File: src/rtl/fetch_pkg.sv
// rtl/fetch_pkg.sv - shared types and constants for the instruction fetch sequencer
package fetch_pkg;

    localparam int DEFAULT_XLEN = 32;
    localparam int PC_STEP      = 4;
    localparam int WAIT_W       = 8;

    // Wide enough for any XLEN up to 64; callers truncate to their own width.
    localparam logic [63:0] ALIGN_MASK = ~64'd3;

    typedef enum logic [1:0] {
        ST_IDLE  = 2'd0,
        ST_REQ   = 2'd1,
        ST_DRAIN = 2'd2,
        ST_HOLD  = 2'd3
    } fetch_state_t;

endpackage

File: src/rtl/fetch_wait_timer.sv
// rtl/fetch_wait_timer.sv - consecutive no-ack cycle counter with sticky hang flag
module fetch_wait_timer
    import fetch_pkg::*;
#(
    parameter int MAX_WAIT = 15
) (
    input  logic clk,
    input  logic reset,
    input  logic waiting,
    input  logic clear,
    output logic fetch_timeout
);

    localparam logic [WAIT_W-1:0] LIMIT = WAIT_W'(MAX_WAIT);

    logic [WAIT_W-1:0] wait_cnt;
    logic [WAIT_W-1:0] wait_inc;

    // Saturate so a long hang cannot wrap the count back below the limit.
    assign wait_inc = (wait_cnt == LIMIT) ? wait_cnt : wait_cnt + WAIT_W'(1);

    always_ff @(posedge clk or negedge reset) begin
        if (!reset) begin
            wait_cnt      <= '0;
            fetch_timeout <= 1'b0;
        end else if (clear || !waiting) begin
            wait_cnt <= '0;
        end else begin
            wait_cnt <= wait_inc;
            if (wait_inc == LIMIT) begin
                fetch_timeout <= 1'b1;
            end
        end
    end

endmodule

File: src/rtl/fetch_sequencer.sv
// rtl/fetch_sequencer.sv - fetch PC owner, imem req/ack sequencer and decode buffer
module fetch_sequencer
    import fetch_pkg::*;
#(
    parameter int              XLEN     = DEFAULT_XLEN,
    parameter logic [XLEN-1:0] RESET_PC = '0,
    parameter int              MAX_WAIT = 15
) (
    input  logic            clk,
    input  logic            reset,
    input  logic            redirect_valid,
    input  logic [XLEN-1:0] redirect_target,
    output logic            imem_req,
    output logic [XLEN-1:0] imem_addr,
    input  logic            imem_ack,
    input  logic [31:0]     imem_rdata,
    output logic            if_valid,
    input  logic            if_ready,
    output logic [31:0]     if_instr,
    output logic [XLEN-1:0] if_pc,
    output logic [XLEN-1:0] if_ret_addr,
    output logic            fetch_timeout
);

    localparam logic [XLEN-1:0] STEP = XLEN'(PC_STEP);
    localparam logic [XLEN-1:0] MASK = XLEN'(ALIGN_MASK);

    fetch_state_t    state_q, state_d;
    logic [XLEN-1:0] pc_q, pc_d, addr_d, if_pc_d, ret_d;
    logic [31:0]     instr_d;
    logic            req_d, valid_d;
    logic            busy, redirect, fetch_done;

    assign busy       = (state_q == ST_REQ) || (state_q == ST_DRAIN);
    assign redirect   = redirect_valid && (state_q != ST_IDLE);
    assign fetch_done = (state_q == ST_REQ) && imem_ack && !redirect_valid;

    always_ff @(posedge clk or negedge reset) begin
        if (!reset) begin
            state_q <= ST_IDLE;
        end else begin
            state_q <= state_d;
        end
    end

    // A request already on the bus is never withdrawn; a redirect turns it into a drain.
    always_comb begin
        state_d = state_q;
        case (state_q)
            ST_IDLE:  state_d = ST_REQ;
            ST_REQ: begin
                if (redirect_valid) begin
                    state_d = imem_ack ? ST_REQ : ST_DRAIN;
                end else if (imem_ack) begin
                    state_d = ST_HOLD;
                end
            end
            ST_DRAIN: begin
                if (!redirect_valid && imem_ack) begin
                    state_d = ST_REQ;
                end
            end
            ST_HOLD: begin
                if (redirect_valid || if_ready) begin
                    state_d = ST_REQ;
                end
            end
            default:  state_d = ST_IDLE;
        endcase
    end

    always_comb begin
        pc_d    = pc_q;
        addr_d  = imem_addr;
        valid_d = if_valid;
        instr_d = if_instr;
        if_pc_d = if_pc;
        ret_d   = if_ret_addr;

        if (redirect) begin
            pc_d = redirect_target & MASK;
        end else if (fetch_done) begin
            pc_d = pc_q + STEP;
        end

        if (fetch_done) begin
            valid_d = 1'b1;
            instr_d = imem_rdata;
            if_pc_d = pc_q;
            ret_d   = pc_q + STEP;
        end else if (redirect || ((state_q == ST_HOLD) && if_ready)) begin
            valid_d = 1'b0;
        end

        req_d = (state_d == ST_REQ) || (state_d == ST_DRAIN);
        if (state_d == ST_REQ) begin
            addr_d = pc_d;
        end
    end

    always_ff @(posedge clk or negedge reset) begin
        if (!reset) begin
            pc_q        <= RESET_PC;
            imem_req    <= 1'b0;
            imem_addr   <= '0;
            if_valid    <= 1'b0;
            if_instr    <= '0;
            if_pc       <= '0;
            if_ret_addr <= '0;
        end else begin
            pc_q        <= pc_d;
            imem_req    <= req_d;
            imem_addr   <= addr_d;
            if_valid    <= valid_d;
            if_instr    <= instr_d;
            if_pc       <= if_pc_d;
            if_ret_addr <= ret_d;
        end
    end

    fetch_wait_timer #(
        .MAX_WAIT (MAX_WAIT)
    ) u_wait_timer (
        .clk           (clk),
        .reset         (reset),
        .waiting       (busy && !imem_ack),
        .clear         (redirect),
        .fetch_timeout (fetch_timeout)
    );

endmodule

File: config.mk
export PLATFORM = sky130hd
export DESIGN_NAME = fetch_sequencer
export DESIGN_NICKNAME = d
export VERILOG_FILES = /design/src/rtl/fetch_pkg.sv /design/src/rtl/fetch_wait_timer.sv /design/src/rtl/fetch_sequencer.sv
export SDC_FILE = /design/constraint.sdc
export NUM_CORES = 1
export LEC_CHECK = 0
export CAP_MARGIN = 0
export CORE_AREA = 2 2 129 131
export CTS_CLUSTER_DIAMETER = 200
export DETAILED_ROUTE_END_ITERATION = 6
export DIE_AREA = 0 0 131 133
export GPL_TIMING_DRIVEN = 0
export PLACE_DENSITY = 0.88
export SLEW_MARGIN = 10
export SYNTH_ARGS = -nofsm -noshare
export SYNTH_HDL_FRONTEND = slang
export SYNTH_SLANG_ARGS = --single-unit
File: constraint.sdc
create_clock -name clk -period 2.5 [get_ports clk]
set_input_delay 0.25 -clock clk [delete_from_list [all_inputs] [get_ports clk]]
set_output_delay 0.25 -clock clk [all_outputs]
set_load 0.02 [all_outputs]
==> impl_metrics.csv <==
group,metric,value,unit
yosys,synth_top_area_share,54.0,%
clock_tree,cts_made_buffers,17,
critical_path,path_delay_family,"simple AND/OR/NAND/NOR gates",
yosys,yosysWarnings,0,
grt,use_met3,7.72,%
timing,fin_tns_setup,0,ps
grt,grtUsageMet2,44.2,%
route,vias,7031,
yosys,yosysMostFrequentCell,"nand2_1",
power,power_frac_clock,18.8,%
place,io_buffers,197,
yosys,async_reset_ff_share,100,%
clock_tree,h-tree-depth,4,
critical_path,cp.buffers_inverters,1,
place,numPlacedInstances,1269,
die,core,16200,um2
timing,hold_violations,0,
critical_path,cp.depth,7,
route,drt-vias-per-instance,5.39,
timing,max_freq,407,MHz
grt,track_usage,27.1,%
die,num_rows,47,
die,fp.dieW,131,um
final_layout,drive_gt1_share,10.2,%
route,antenna_left,0,
yosys,synthTopCellsByArea,"dfrtp_1, nand2_1, xnor2_1, o21ai_0, nor2_1",
critical_path,startpoint_type,"flip-flop",
yosys,synth_seq_cells,171,
timing,relSlewSlack,49.6,%
critical_path,critical-path-max-stage-delay,650,ps
die,die_area,17400,um2
die,die_height,133,um
die,io_pins,200,
route,first_iter_violations,640,
final_layout,antenna_cells,0,
power,seqPwrFrac,30.9,%
power,ir_worst_vdd,0.728,mV
timing,hold_slack,331,ps
clock_tree,cts_sinks,171,
final_layout,regArea,4280,um2
timing,finalSetupViolCount,0,
run,cap_violations,0,
power,p_switching,6.57,mW
grt,busiest_layer,"met2",
yosys,yosysTopAreaCell,"dfrtp_1",
critical_path,ff2ff_path_depth,7,
place,placed_cell_area,10200,um2
critical_path,crit_required,2880,ps
final_layout,num-fill-cells,1292,
clock_tree,cts_root_buffer,"clkbuf_16",
critical_path,cp_slowest_cell,"or4_4",
place,dp_hpwl,16500,um
power,p_leak,4.79,nW
power,switching_share,41.5,%
yosys,synth_common_cells,"nand2_1, dfrtp_1, nor2_1, o21ai_0",
critical_path,end_kind,"flip-flop",
route,drc,0,
clock_tree,clk_path_buf_depth,2,
worst_hold_path,min_path_type,"input pin to asynchronous set/reset pin",
yosys,synth_ff_type,"dfrtp_1",
final_layout,multiInputGateArea,3340,um2
timing,min_period,2460,ps
timing,post-route-period-util,98.3,%
clock_tree,clk-insertion-delay-late,440,ps
grt,grt_max_degree,114,
critical_path,path_max_fanout,6,
final_layout,final_area,11000,um2
grt,grt_pass1_wl,36100,um
critical_path,crit_chain,"inv_1 > ha_2 > nand3b_1 > or4_4 > or4_1 > nand3_1 > a22o_1",
yosys,synth_cell_types,58,
route,wl_per_cell,18.0,um
timing,drv_slew,0,
route,drt_wl_total,23500,um
power,p_int,9.25,mW
critical_path,crit_type,"flip-flop to flip-flop",
yosys,syn_avg_cell_area,9.31,um2
final_layout,area_growth_syn_to_layout,38.3,%
status,status,"finished, final reports clean",
grt,antenna_found_initial,0,
power,p_comb_share,50.3,%
place,place_congestion,0.908,
yosys,syn_inst,851,
grt,use_met1,34.1,%
final_layout,nNetsFinal,1148,
clock_tree,cts_tree,"yes",
route,dr.pass1.iters,5,
yosys,synth_nets,928,
die,start_util,49.0,%
grt,grt_pass1_vias,6935,
yosys,synth-edff-count,0,
clock_tree,path_clk_slew,70,ps
yosys,synth_area,7920,um2
timing,clock_skew,8.98,ps
power,total_power,15.8,mW
grt,grt_overflow,0,
critical_path,arrival,2840,ps
yosys,ys_seq_area_share,54.0,%
timing,worstMarginPinSlew,749,ps
power,cellPowerDensity,1440,nW/um2
final_layout,final_cells,1304,
-- worst paths after layout --
path	start	slack, ps	end
setup reg to reg	state_q[1]	40	imem_addr[25]
min in group clk	imem_rdata[25]	330	if_instr[25]
hold reg to reg	pc_q[0]	470	if_pc[0]
setup / recovery	state_q[1]	40	imem_addr[25]
hold / removal	reset	330	if_pc[26]
max in group asynchronous	reset	1260	state_q[0]
-- layout by cell type, fill, tap and decap left out, types with 11 or more instances in the layout --
| cell | count |
|---|---|
| nand2_1 | 243 |
| mux2_2 | 14 |
| buf_2 | 12 |
| nand3_1 | 28 |
| clkbuf_2 | 11 |
| clkbuf_16 | 17 |
| nor2_1 | 49 |
| dfrtp_1 | 169 |
| o21ai_0 | 49 |
| inv_1 | 18 |
| clkdlybuf4s50_1 | 196 |
| nor3_1 | 11 |
| xnor2_1 | 38 |
| buf_4 | 13 |
| xor2_1 | 17 |
| clkbuf_1 | 23 |
| nand4_1 | 18 |
| a21oi_1 | 29 |
-- routing by layer --
layer | vias to the layer above | part of all wire, %
met5 | - | 0
met4 | 0 | 2.7
met3 | 42 | 8.4
met2 | 318 | 50
met1 | 3389 | 39
li1 | 3282 | -
-- flip-flops by register name, summed over array words and instances (netlist names) --
signal	flops
if_instr	32
if_pc	32
if_ret_addr	30
if_valid	1
imem_addr	32
imem_req	1
pc_q	32
state_q	2
u_wait_timer.fetch_timeout	1
u_wait_timer.wait_cnt	8
-- metrics by stage --
stage / util [%] / setup slack (ps)
finish: 67.8 / 42.0
global route: 67.8 / -26.0
CTS: 67.3 / 18.9
detailed placement: 63.1 / -872
global placement: 62.9 / -5750
floorplan: - / 167
-- area by class of cell --
cell class              count  area share (%)
clock inverters            15            2.12
flip-flops and latches    171            39.1
plain buffers              60            2.76
clock buffers              17            3.88
repair buffers            202            18.6
inverters                  18           0.617
well taps                 220            2.51
multi-input cells         601            30.4
-- logic make-up (layout without fill, tap and decap cells) --
kind of cell	count (synthesis)	after routing	share of synthesized area [%]
AOI/OAI and AO/OA	111	111	8.17
xor gates and xnor gates	55	55	6.08
adders and majority gates	8	8	1.26
buffers and inverters	79	312	4.42
DFF	171	171	54.0
muxes	15	15	2.12
and+or+nand+nor	412	412	23.9
-- repair_timing --
action / in CTS / in global routing
resized for setup: 14 / 20
setup endpoints to repair: 132 / 64
pin swaps: 0 / 1
hold endpoints to repair: 58 / 0
hold buffers: 1 / 0
buffers inserted: 0 / 3
-- power by group through the flow --
stage,Combinational [mW],Clock (mW),Sequential [mW]
final,7.96,2.98,4.89
after detailed placement,7.72,0,4.90
after global placement,7.54,0,4.85
after floorplan,3.19,0,5.99
after CTS,7.84,2.99,4.87
after global routing,8.54,3.08,5.02
Power figures use the tool's default switching activity.
